--- config.mk ---
export PLATFORM = sky130hd
export DESIGN_NAME = mem_stage_lsu_flat
export DESIGN_NICKNAME = d
export VERILOG_FILES = /design/src/rtl/mem_stage_lsu_pkg.sv /design/src/rtl/mem_stage_lsu_if.sv /design/src/rtl/mem_stage_lsu_load_extend.sv /design/src/rtl/mem_stage_lsu.sv /design/src/flat_wrapper.sv
export SDC_FILE = /design/constraint.sdc
export NUM_CORES = 1
export LEC_CHECK = 0
export CELL_PAD_IN_SITES_DETAIL_PLACEMENT = 1
export CELL_PAD_IN_SITES_GLOBAL_PLACEMENT = 1
export CORE_AREA = 3 3 129 131
export CTS_CLUSTER_SIZE = 16
export DETAILED_ROUTE_END_ITERATION = 7
export DIE_AREA = 0 0 132 134
export PLACE_DENSITY_LB_ADDON = 0.1
export SYNTH_ARGS = -nofsm -noshare
export SYNTH_HDL_FRONTEND = slang
export SYNTH_SLANG_ARGS = --single-unit
--- constraint.sdc ---
create_clock -name clk -period 3.3 [get_ports clk]
set_input_delay 0.66 -clock clk [delete_from_list [all_inputs] [get_ports clk]]
set_output_delay 0.66 -clock clk [all_outputs]
set_load 0.01 [all_outputs]
--- src/rtl/mem_stage_lsu_pkg.sv ---
// Shared definitions for the MEM-stage load/store unit: system widths,
// funct3 access encodings, FSM states and the alignment rule.
package mem_stage_lsu_pkg;

    localparam int SYS_DATA_WIDTH     = 32;
    localparam int SYS_ADDR_WIDTH     = 32;
    localparam int SYS_TIMEOUT_CYCLES = 255;

    localparam logic [2:0] F3_LB  = 3'b000;
    localparam logic [2:0] F3_LH  = 3'b001;
    localparam logic [2:0] F3_LW  = 3'b010;
    localparam logic [2:0] F3_LBU = 3'b100;
    localparam logic [2:0] F3_LHU = 3'b101;
    localparam logic [2:0] F3_SB  = 3'b000;
    localparam logic [2:0] F3_SH  = 3'b001;
    localparam logic [2:0] F3_SW  = 3'b010;

    typedef enum logic [1:0] {
        ST_IDLE = 2'd0,
        ST_REQ  = 2'd1,
        ST_RESP = 2'd2,
        ST_DONE = 2'd3
    } lsu_state_t;

    // Halves must sit on even bytes, words on word boundaries; bytes and
    // reserved load encodings are never rejected.
    function automatic logic is_misaligned(input logic       is_store,
                                           input logic [2:0] funct3,
                                           input logic [1:0] offset);
        logic mis;
        mis = 1'b0;
        if (is_store) begin
            case (funct3)
                F3_SH:   mis = offset[0];
                F3_SW:   mis = (offset != 2'b00);
                default: mis = 1'b0;
            endcase
        end else begin
            case (funct3)
                F3_LH, F3_LHU: mis = offset[0];
                F3_LW:         mis = (offset != 2'b00);
                default:       mis = 1'b0;
            endcase
        end
        return mis;
    endfunction

endpackage

--- src/rtl/mem_stage_lsu_if.sv ---
// Single-outstanding request/response data bus between the LSU (master)
// and the data memory or interconnect (slave).
interface mem_stage_lsu_if
    import mem_stage_lsu_pkg::*;
#(
    parameter int ADDR_WIDTH = SYS_ADDR_WIDTH,
    parameter int DATA_WIDTH = SYS_DATA_WIDTH
);
    logic                  dbus_req;
    logic                  dbus_we;
    logic [ADDR_WIDTH-1:0] dbus_addr;
    logic [DATA_WIDTH-1:0] dbus_wdata;
    logic [3:0]            dbus_wstrb;
    logic                  dbus_ready;
    logic                  dbus_rvalid;
    logic [DATA_WIDTH-1:0] dbus_rdata;

    modport master (
        output dbus_req, dbus_we, dbus_addr, dbus_wdata, dbus_wstrb,
        input  dbus_ready, dbus_rvalid, dbus_rdata
    );

    modport slave (
        input  dbus_req, dbus_we, dbus_addr, dbus_wdata, dbus_wstrb,
        output dbus_ready, dbus_rvalid, dbus_rdata
    );
endinterface

--- src/rtl/mem_stage_lsu_load_extend.sv ---
// Picks the addressed byte/half out of a raw bus word and sign- or
// zero-extends it according to funct3. Reserved encodings pass the word.
module mem_stage_lsu_load_extend
    import mem_stage_lsu_pkg::*;
(
    input  logic [2:0]                funct3,
    input  logic [1:0]                offset,
    input  logic [SYS_DATA_WIDTH-1:0] raw,
    output logic [SYS_DATA_WIDTH-1:0] data
);
    logic [7:0]  byte_sel;
    logic [15:0] half_sel;

    // Lane select followed by extension.
    always_comb begin
        byte_sel = raw[7:0];
        case (offset)
            2'd1:    byte_sel = raw[15:8];
            2'd2:    byte_sel = raw[23:16];
            2'd3:    byte_sel = raw[31:24];
            default: byte_sel = raw[7:0];
        endcase
        half_sel = offset[1] ? raw[31:16] : raw[15:0];

        case (funct3)
            F3_LB:   data = {{(SYS_DATA_WIDTH-8){byte_sel[7]}}, byte_sel};
            F3_LBU:  data = {{(SYS_DATA_WIDTH-8){1'b0}}, byte_sel};
            F3_LH:   data = {{(SYS_DATA_WIDTH-16){half_sel[15]}}, half_sel};
            F3_LHU:  data = {{(SYS_DATA_WIDTH-16){1'b0}}, half_sel};
            default: data = raw;
        endcase
    end
endmodule

--- src/rtl/mem_stage_lsu.sv ---
// MEM-stage load/store unit: issues one bus access per load/store, stalls
// the pipeline until it completes, extends load data and reports misaligned
// accesses and bus timeouts as one-cycle pulses in DONE.
//
// state | meaning
// IDLE  | evaluate the instruction held in EX/MEM; stall if it accesses memory
// REQ   | dbus_req high, bus fields frozen until dbus_ready or timeout
// RESP  | read accepted, waiting for dbus_rvalid or timeout
// DONE  | stall released for one cycle; error pulses and new load_data visible
module mem_stage_lsu
    import mem_stage_lsu_pkg::*;
#(
    parameter int DATA_WIDTH     = SYS_DATA_WIDTH,
    parameter int BUS_ADDR_WIDTH = SYS_ADDR_WIDTH,
    parameter int TIMEOUT_CYCLES = SYS_TIMEOUT_CYCLES
) (
    input  logic                      clk,
    input  logic                      rst_n,
    input  logic                      mem_r,
    input  logic                      mem_w,
    input  logic [BUS_ADDR_WIDTH-1:0] mem_addr,
    input  logic [DATA_WIDTH-1:0]     mem_wdata,
    input  logic [3:0]                mem_wstrb,
    input  logic [2:0]                mem_funct3,
    output logic                      mem_stall,
    output logic [DATA_WIDTH-1:0]     load_data,
    output logic                      misalign_err,
    output logic                      bus_err,
    mem_stage_lsu_if.master           dbus
);
    localparam int CW = $clog2(TIMEOUT_CYCLES + 1);
    localparam logic [CW-1:0] TMO_LAST = CW'(TIMEOUT_CYCLES - 1);

    lsu_state_t state, state_nxt;

    logic [CW-1:0]             tmo_cnt;
    logic                      tmo_hit;
    logic                      access;
    logic                      access_mis;
    logic                      set_mis;
    logic                      set_berr;
    logic                      capture;
    logic                      req_we;
    logic [BUS_ADDR_WIDTH-1:0] req_addr;
    logic [DATA_WIDTH-1:0]     req_wdata;
    logic [3:0]                req_wstrb;
    logic [2:0]                req_funct3;
    logic [1:0]                req_off;
    logic [DATA_WIDTH-1:0]     ext_data;

    assign access     = mem_r | mem_w;
    assign access_mis = is_misaligned(mem_w, mem_funct3, mem_addr[1:0]);
    assign tmo_hit    = (tmo_cnt == TMO_LAST);

    assign dbus.dbus_req   = (state == ST_REQ);
    assign dbus.dbus_we    = req_we;
    assign dbus.dbus_addr  = req_addr;
    assign dbus.dbus_wdata = req_wdata;
    assign dbus.dbus_wstrb = req_wstrb;

    mem_stage_lsu_load_extend u_load_extend (
        .funct3 (req_funct3),
        .offset (req_off),
        .raw    (dbus.dbus_rdata),
        .data   (ext_data)
    );

    // Next state, stall and the completion events that feed the registers.
    always_comb begin
        state_nxt = state;
        mem_stall = 1'b0;
        set_mis   = 1'b0;
        set_berr  = 1'b0;
        capture   = 1'b0;
        case (state)
            ST_IDLE: begin
                if (access) begin
                    mem_stall = 1'b1;
                    if (access_mis) begin
                        set_mis   = 1'b1;
                        state_nxt = ST_DONE;
                    end else begin
                        state_nxt = ST_REQ;
                    end
                end
            end
            ST_REQ: begin
                mem_stall = 1'b1;
                if (dbus.dbus_ready) begin
                    if (req_we) begin
                        state_nxt = ST_DONE;
                    end else if (dbus.dbus_rvalid) begin
                        capture   = 1'b1;
                        state_nxt = ST_DONE;
                    end else begin
                        state_nxt = ST_RESP;
                    end
                end else if (tmo_hit) begin
                    set_berr  = 1'b1;
                    state_nxt = ST_DONE;
                end
            end
            ST_RESP: begin
                mem_stall = 1'b1;
                if (dbus.dbus_rvalid) begin
                    capture   = 1'b1;
                    state_nxt = ST_DONE;
                end else if (tmo_hit) begin
                    set_berr  = 1'b1;
                    state_nxt = ST_DONE;
                end
            end
            ST_DONE: state_nxt = ST_IDLE;
            default: state_nxt = ST_IDLE;
        endcase
    end

    // State register.
    always_ff @(posedge clk or negedge rst_n) begin
        if (!rst_n) state <= ST_IDLE;
        else        state <= state_nxt;
    end

    // Wait-cycle counter, restarted whenever REQ or RESP is entered.
    always_ff @(posedge clk or negedge rst_n) begin
        if (!rst_n) begin
            tmo_cnt <= '0;
        end else if ((state_nxt != state) &&
                     ((state_nxt == ST_REQ) || (state_nxt == ST_RESP))) begin
            tmo_cnt <= '0;
        end else if ((state == ST_REQ) || (state == ST_RESP)) begin
            tmo_cnt <= tmo_cnt + 1'b1;
        end
    end

    // Bus fields are captured once in IDLE and held for the whole access.
    always_ff @(posedge clk or negedge rst_n) begin
        if (!rst_n) begin
            req_we     <= 1'b0;
            req_addr   <= '0;
            req_wdata  <= '0;
            req_wstrb  <= '0;
            req_funct3 <= '0;
            req_off    <= '0;
        end else if ((state == ST_IDLE) && access && !access_mis) begin
            req_we     <= mem_w;
            req_addr   <= {mem_addr[BUS_ADDR_WIDTH-1:2], 2'b00};
            req_wdata  <= mem_w ? mem_wdata : '0;
            req_wstrb  <= mem_w ? mem_wstrb : 4'h0;
            req_funct3 <= mem_funct3;
            req_off    <= mem_addr[1:0];
        end
    end

    // Error pulses land exactly on the DONE cycle; failed loads return zero.
    always_ff @(posedge clk or negedge rst_n) begin
        if (!rst_n) begin
            misalign_err <= 1'b0;
            bus_err      <= 1'b0;
            load_data    <= '0;
        end else begin
            misalign_err <= set_mis;
            bus_err      <= set_berr;
            if (capture)
                load_data <= ext_data;
            else if ((set_mis && !mem_w) || (set_berr && !req_we))
                load_data <= '0;
        end
    end
endmodule
--- src/flat_wrapper.sv ---
// flat-port wrapper written by rule: the top's interface ports become plain ports
module mem_stage_lsu_flat import mem_stage_lsu_pkg::*;
#(
    parameter int DATA_WIDTH     = SYS_DATA_WIDTH,
    parameter int BUS_ADDR_WIDTH = SYS_ADDR_WIDTH,
    parameter int TIMEOUT_CYCLES = SYS_TIMEOUT_CYCLES
)
  (clk, rst_n, mem_r, mem_w, mem_addr, mem_wdata, mem_wstrb, mem_funct3, mem_stall, load_data, misalign_err, bus_err, dbus_dbus_req, dbus_dbus_we, dbus_dbus_addr, dbus_dbus_wdata, dbus_dbus_wstrb, dbus_dbus_ready, dbus_dbus_rvalid, dbus_dbus_rdata);
  mem_stage_lsu_if #(.DATA_WIDTH(DATA_WIDTH)) dbus_i ();
  input  logic clk;
  input  logic rst_n;
  input  logic mem_r;
  input  logic mem_w;
  input  logic [BUS_ADDR_WIDTH-1:0] mem_addr;
  input  logic [DATA_WIDTH-1:0] mem_wdata;
  input  logic [3:0] mem_wstrb;
  input  logic [2:0] mem_funct3;
  output logic mem_stall;
  output logic [DATA_WIDTH-1:0] load_data;
  output logic misalign_err;
  output logic bus_err;
  output wire logic [$bits(dbus_i.dbus_req)-1:0] dbus_dbus_req;
  output wire logic [$bits(dbus_i.dbus_we)-1:0] dbus_dbus_we;
  output wire logic [$bits(dbus_i.dbus_addr)-1:0] dbus_dbus_addr;
  output wire logic [$bits(dbus_i.dbus_wdata)-1:0] dbus_dbus_wdata;
  output wire logic [$bits(dbus_i.dbus_wstrb)-1:0] dbus_dbus_wstrb;
  input wire logic [$bits(dbus_i.dbus_ready)-1:0] dbus_dbus_ready;
  input wire logic [$bits(dbus_i.dbus_rvalid)-1:0] dbus_dbus_rvalid;
  input wire logic [$bits(dbus_i.dbus_rdata)-1:0] dbus_dbus_rdata;
  assign dbus_dbus_req = dbus_i.dbus_req;
  assign dbus_dbus_we = dbus_i.dbus_we;
  assign dbus_dbus_addr = dbus_i.dbus_addr;
  assign dbus_dbus_wdata = dbus_i.dbus_wdata;
  assign dbus_dbus_wstrb = dbus_i.dbus_wstrb;
  assign dbus_i.dbus_ready = dbus_dbus_ready;
  assign dbus_i.dbus_rvalid = dbus_dbus_rvalid;
  assign dbus_i.dbus_rdata = dbus_dbus_rdata;
  mem_stage_lsu #(.DATA_WIDTH(DATA_WIDTH), .BUS_ADDR_WIDTH(BUS_ADDR_WIDTH), .TIMEOUT_CYCLES(TIMEOUT_CYCLES)) u_core (.clk(clk), .rst_n(rst_n), .mem_r(mem_r), .mem_w(mem_w), .mem_addr(mem_addr), .mem_wdata(mem_wdata), .mem_wstrb(mem_wstrb), .mem_funct3(mem_funct3), .mem_stall(mem_stall), .load_data(load_data), .misalign_err(misalign_err), .bus_err(bus_err), .dbus(dbus_i));
endmodule
# After elaboration in Yosys (flattened, before gate mapping)
# Cells that the tools add are included.
# op_classes
add_sub_neg	1
n_eq_ne	16
muxes	33
n_bitwise	1
reduce_logical	18
# ops
cell	n
$pmux W32 S4	1
$mux W32	3
$pmux W8 S3	1
$mux W16	1
$mux W8	2
$mux W1	12
$mux W2	6
$eq A2 B2 Y1 const B	5
$pmux W1 S2	5
$eq A3 B3 Y1 const B	3
$add A8 B1 Y8 const B	1
$eq A8 B8 Y1 const B	1
$pmux W2 S4	1
$eq A2 B1 Y1 const B	3
$eq A3 B1 Y1 const B	2
$reduce_bool A2 Y1	3
$logic_and A1 B1 Y1	5
$mux W4	1
$reduce_or A2 Y1	2
$eq A3 B2 Y1 const B	1
$logic_not A1 Y1	3
$logic_not A3 Y1	1
$logic_or A1 B1 Y1	3
$logic_not A2 Y1	1
other kinds (2)	2
# totals
regBits	116

# Logic depth before layout (Yosys ltp)
# Gate-level depths: netlist (run 1).
# depth
depth_word	11
ltp_mapped	9

# Hierarchy
# A second synthesis (run 1) with hierarchy kept.
# hier_totals
cells_unflattened	508
hier_area_um2	5403.9
# by_module_without_submodules
module	instances	cells_each	area_per_inst_um2	seq_area_each_um2
mem_stage_lsu	1	397	4735.8	2902.8
mem_stage_lsu_load_extend	1	111	668.1	0.0

# Worst setup path after synthesis (run 1)
# Ideal clock, no wire load.
# synth_timing
kind	flip-flop to output port
start	register u_core.state[0]
end	output port mem_stall
t_arrival_ns	1.416
required_ns	2.640
slack_ns	1.224
stages_incl_launch_ff	6
path_buffers	1
cell_sequence	dfrtp_1 -> inv_1 -> ha_1 -> clkbuf_1 -> inv_1 -> a21oi_1
# synth_between
elab_chain_cells	3
# synth_lines
element	line	rtl
from (decl)	mem_stage_lsu.sv:34	lsu_state_t state, state_nxt;
from (signal assigned)	mem_stage_lsu.sv:121	else state <= state_nxt;
$eq A2 B1 Y1 / $eq A2 B2 Y1 (equally long branches)	mem_stage_lsu.sv:75	case (state)
$reduce_or A2 Y1 (no line)	--	
$pmux W1 S2 *	mem_stage_lsu.sv:75	
to (decl)	flat_wrapper.sv:18	output logic mem_stall;
# Mark *: on every way between the ends. The rest lies on a longest branch, timed or not.

# Worst setup path after layout (run 1)
# Ends and elaborated chain as after synthesis.

==> results of run 1 <==
==> synthesized netlist by cell type, drive strengths merged, types with 11 or more instances <==
cell	number	area share
dfrtp	116	0.52
nand2	80	0.054
o21ai	51	0.046
mux2	36	0.097
a21oi	22	0.020
a22o	21	0.033
nand2b	18	0.020
buf	16	0.020
clkbuf	16	0.011
nor2	15	0.011
o22ai	14	0.016
inv	11	0.0074
nor3	11	0.0099
==> cell type report <==
class | count | area, um^2 | share of cell area
clock inverters | 14 | 131 | 0.0155
multi-input cells | 339 | 2450 | 0.290
inverters | 11 | 41.3 | 0.00489
clock buffers | 18 | 439 | 0.0520
repair buffers | 222 | 2220 | 0.262
well taps | 216 | 270 | 0.0320
flip-flops and latches | 116 | 2900 | 0.343
==> final timing paths <==
check                                                start  slack [ns]                                to
max reg2reg                      u_core.state[1]$_DFF_PN0_        0.79  u_core.load_data[16]$_DFFE_PN0P_
min reg2reg                u_core.load_data[4]$_DFFE_PN0P_        0.48   u_core.load_data[4]$_DFFE_PN0P_
max in group asynchronous                            rst_n        2.36  u_core.req_funct3[1]$_DFFE_PN0P_
min                                                  rst_n        0.21   u_core.load_data[9]$_DFFE_PN0P_
max                              u_core.state[0]$_DFF_PN0_        0.24                         mem_stall
min in group clk           u_core.load_data[4]$_DFFE_PN0P_        0.48   u_core.load_data[4]$_DFFE_PN0P_
==> logic make-up (layout without fill, tap and decap cells) <==
logic type	Yosys count	count (layout)	synth area share
fa+ha+maj	8	8	0.0180
xor+xnor	7	7	0.0110
flops	116	116	0.523
buf+inv	43	265	0.0387
mux	45	45	0.127
other cells	1	2	0.000675
compound gates	134	134	0.159
simple gates	143	143	0.123
==> metrics by stage <==
stage	setup WS (ns)	instance area (um^2)	utilization	instances
floorplan	1.22	5560	-	498
global placement	0.521	7880	0.502	904
detailed placement	0.471	7880	0.502	904
CTS	0.212	8450	0.538	936
global route	0.0521	8450	0.538	936
finish	0.244	8450	0.538	936
==> layer usage <==
layer / GRT usage / share of wire / routed length [um]
met1: 0.257 / 0.44 / 7670
met2: 0.332 / 0.49 / 8660
met3: 0.0563 / 0.057 / 1000
met4: 0.0630 / 0.016 / 274
met5: 0 / 0 / 0
==> power breakdown <==
| part | total (mW) | switching [mW] | internal [mW] |
|---|---|---|---|
| clock | 1.76 | 0.702 | 1.06 |
| combinational | 3.92 | 1.72 | 2.20 |
| sequential | 2.60 | 0.533 | 2.07 |
==> sequential cells by signal, indices dropped and copies added (netlist names) <==
signal and flops:
u_core.dbus.dbus_wdata 32, u_core.load_data 32, u_core.dbus.dbus_addr 30, u_core.tmo_cnt 8, u_core.dbus.dbus_wstrb 4, u_core.req_funct3 3
u_core.req_off 2, u_core.state 2, u_core.bus_err 1, u_core.dbus.dbus_we 1, u_core.misalign_err 1
==> worst reg2reg max path, cell delays in order, from the launching register on <==
cell	delay [ns]
dfrtp_1	0.48
inv_1	0.16
ha_1	0.26
and3b_1	0.20
o211ai_1	0.51
o311a_1	0.27
buf_4	0.35
a22o_1	0.22
==> results.md, run 1 <==
* Warning count from the yosys run at 0
* Antenna violations before repair at 0
* Initial Util at 0.354
* Fin. max-slew vios at 0
* Worst Path Buf+Inv at 3
* Pleak at 3.71 nW
* Total power at 8.28 mW
* Cells along the critical path: inv_1 > ha_1 > inv_1 > a21oi_1 > clkdlybuf4s50_1
* # rows at 46
* Worst EP arrival at 2.40 ns
* Cell family with most CP delay: buffers and inverters
* Synth unique cells at 47
* Mapped Cells at slightly below 500
* CTS Hold Buffers Added at 0
* Post-synthesis cell area at between 5000 and 6000 um^2
* GRT overflow at 0
* Stages on the worst setup path at 5
* Die W at 132 um
* Synthesized area per cell at 11.2 um^2
* Slew headroom at 0.464
* Clock sinks at 116
* GRT Resource Usage Total at 0.201
* Slowest-stage cell, CP: ha_1
* Final Skew at 0.00684 ns
* Full die area at about 18000 um^2
* Seq/Total Area, Yosys at 0.523
* Num ports at 214
* Critical Path RT at 2.64 ns
* Kind of end point of the critical path: output port
* Ant diodes at 0
* Fin crit period at a little over 3 ns
* DRT iter0 DRCs at 168
* Hold Slack at 0.210 ns
* Setup TNS at 0 ns
* Port buffer count at 211
* Largest net degree at the start of global routing at 61
* RD Place Congestion at ~0.84
* Max clock buf depth at 2
* Power Density at 980 nW/um^2
* Clk slew on worst S/H paths at roughly 0.060 ns
* Yosys reg bits at 116
* Worst-Skew Late Latency at 0.41 ns
* Root Buffer: clkbuf_16
* Synthesis-to-finish area growth at 52.1%
* Unrepaired setup endpoints after global routing: no
* First-pass GRT wire length at 28200 um
* Dominant synthesized flop cell: dfrtp_1
* Vias in the first global route at 5222
* Max Clk Rate at 327 MHz
* HP Class: primary input to asynchronous set/reset pin
* Startpoint Class: flop
* Antenna-violating nets left at 0
* Total CTS buffers at 17
* 1st-pass router iterations at 4
* Final-report hold violation count at 0
* Commonest non-fill, non-tap cells in the layout: clkdlybuf4s50_1 (210), dfrtp_1 (116), nand2_1 (80)
* H-tree lvl count at 4
* Drt via density at 5.05
* Most common cell on crit path: inv_1
* PostCTS Resize Cnt at 0
* Period utilisation layout at 0.926
* Reg2reg path depth at 7
* Post-route DRC at 0
* Worst Path Max Fanout at 12
* CTS tree: yes
* Wire per inst at 18.8 um
* Share of layout cells above drive strength 1 at 0.132
* Status: finished, final reports clean
* Dpl hpwl at 12900 um
* Final wirelength at around 18000 um
* Leading cell type in the layout, fill and taps excluded: clkdlybuf4s50_1
* Core box area at 15700 um^2
* Ys async rst share at 1.00
* Final nets at a little over 800
* Fillcell total at 1679
* Post-synth EDFFs at 0
* Final setup fails at 0
* Vias at between 4k and 5k
* Slowest stage delay, CP at around 0.57 ns
* Die H at 134 um
* VDD IR max at 0.417 mV
* Worst Tran Pin Value at 0.804 ns
* Crit Path Class: flop to output port
* Buffer count from post-CTS setup fixing at 0
* Max Cap Viol at 0
(Power assumes the default switching activity.)
==> inputs of run 2 (changes only) <==
Settings changed: CAP_MARGIN from default to 15, SLEW_MARGIN from default to 20.
==> results of run 2 <==
Final layout, timing and power as in run 1 (identical DEF).
==> patch (flow settings as in run 2) <==
The 4 states of `lsu_state_t` get a one-hot encoding in 4 bits.
--- a/src/rtl/mem_stage_lsu_pkg.sv
+++ b/src/rtl/mem_stage_lsu_pkg.sv
@@ -15,11 +15,11 @@
     localparam logic [2:0] F3_SH  = 3'b001;
     localparam logic [2:0] F3_SW  = 3'b010;
 
-    typedef enum logic [1:0] {
-        ST_IDLE = 2'd0,
-        ST_REQ  = 2'd1,
-        ST_RESP = 2'd2,
-        ST_DONE = 2'd3
+    typedef enum logic [3:0] {
+        ST_IDLE = 4'b0001,
+        ST_REQ  = 4'b0010,
+        ST_RESP = 4'b0100,
+        ST_DONE = 4'b1000
     } lsu_state_t;
 
     // Halves must sit on even bytes, words on word boundaries; bytes and
Behaviour: same outputs for any inputs over 10 cycles, from zero or initial values and one cycle with rst_n low; not proved beyond that.
==> patch against run 2 <==
- synthesized area down 3.2%
- count of clock-buffer cells in the layout up 4
- global-route usage down 0.36 points
- first-iteration DRC count up 24%
- hold slack better by 0.073 ns
- sequential cell count up 2
- via count down 3.5%
- largest cell class unchanged
- setup slack better by 0.20 ns
- power down 9.0%
- combinational power down 17%
- final area down 2.8%
- routed wire length down 3.3%
==> patch: results (changes against run 2) <==
stage,metric,value,unit,change
global_route,antenna_found_initial,0,,unchanged
worst_setup_path,critPathMaxStageDelay,0.67,ns,was 0.57 ns
logic_synthesis,synthAdderAreaFrac,0.00466,,was 0.0180
route,wl_per_cell,18.3,um,was 18.8 um
logic_synthesis,synthMuxAreaShare,0.104,,was 0.127
logic_synthesis,synth_top_cells_by_area,"dfrtp_1 54%, mux2_2 7.8%, nand2_1 6.6%",,"was dfrtp_1 52%, mux2_4 9.7%, nand2_1 5.4%"
place,dp.cells,899,,was 904
route,routed_wl,17.0,mm,was 17.6 mm
route,drtIter0Drc,208,,was 168
logic_synthesis,synth-xor-area-share,0.0114,,was 0.0110
place,gp_congestion,0.792,,was 0.835
route,viasPerCell,4.90,,was 5.05
status,status,"finished, final reports clean",,unchanged
route,dr_wl_met2,8.35,mm,was 8.66 mm
sta,setup_ws,0.441,ns,was 0.244 ns
route,dr_wl_met3,1.38,mm,was 1.00 mm
sta,whs,0.282,ns,was 0.210 ns
global_route,use_met2,0.326,,was 0.332
global_route,grt_pass1_vias,5210,,was 5222
worst_setup_path,cp-endpoint,dbus_dbus_req,,was mem_stall
layout,drive_above_1_share,0.119,,was 0.132
worst_setup_path,r2r_end,u_core.load_data[10],,was u_core.load_data[16]
global_route,grt_pass1_wl,27.6,mm,was 28.2 mm
power,leakage,3.48,nW,was 3.71 nW
worst_setup_path,critPathArrivalTime,2.20,ns,was 2.40 ns
logic_synthesis,synth_common_cells,"117 x dfrtp_1, 95 x nand2_1, 49 x o21ai_0, 37 x mux2_2, 24 x o2bb2ai_1",,"was 116 x dfrtp_1, 80 x nand2_1, 36 x mux2_4, 30 x o21ai_0, 22 x a21oi_1"
logic_synthesis,synth_compound_area_frac,0.149,,was 0.159
place,place_area,7670,um^2,was 7880 um^2
logic_synthesis,ys_seq_area_frac,0.550,,was 0.523
worst_setup_path,reg2reg_depth,5,,was 7
place,dp_slack,0.394,ns,was 0.471 ns
logic_synthesis,yosysTopAreaCellShare,0.545,,was 0.523
sta,finClkSkew,0.00966,ns,was 0.00684 ns
worst_setup_path,r2r_slack,0.87,ns,was 0.79 ns
global_route,met1_usage,0.229,,was 0.257
worst_setup_path,r2r-start,u_core.req_off[0],,was u_core.state[1]
logic_synthesis,yosysUniqueCellTypes,49,,was 47
global_route,grt_util_met3,0.0780,,was 0.0563
worst_setup_path,cp_slowest_cell,clkdlybuf4s50_1,,was ha_1
power,ir_worst_vdd,0.439,mV,was 0.417 mV
worst_setup_path,critical_path.startpoint,u_core.state[2],,was u_core.state[0]
global_route,grt_max_degree,92,,was 61
route,wl_met1,6.89,mm,was 7.67 mm
logic_synthesis,syn_avg_cell_area,10.8,um^2,was 11.2 um^2
layout,fin_nets,813,,was 824
global_route,grt_usage,0.197,,was 0.201
place,hpwl,12.5,mm,was 12.9 mm
sta,worst_pin_slew,1.02,ns,was 0.804 ns
layout,diodes,0,,unchanged
power,swShare,0.338,,was 0.356
==> patch: cell count changes after synthesis, sizes merged, moves of 8 or more <==
| cell | change |
|---|---|
| a21boi | +8 |
| nor3 | -8 |
| a22o | -20 |
| nand2 | +15 |
| nand2b | -17 |
| a221o | +8 |
| mux2i | +11 |
| o2bb2ai | +19 |
| a21o | -8 |
| a21oi | -19 |
| nor2b | +15 |
| o22ai | -14 |
==> patch: power groups by stage <==
stage          clock, mW  sequential [mW]  combinational (mW)
2_1_floorplan          0             2.70                1.42
3_3_place_gp           0             2.58                3.20
3_5_place_dp           0             2.61                3.29
4_1_cts             1.75             2.60                3.30
5_1_grt             1.81             2.69                3.53
6_report            1.70             2.59                3.25
==> patch: final cells by class <==
cell class	instances	area (um^2)
Clock buffer	22	464
Clock inverter	9	78.8
Fill cell	1716	7500
Inverter	8	30.0
Multi-Input combinational cell	337	2210
Sequential cell	118	2950
Tap cell	216	270
Timing Repair Buffer	220	2200
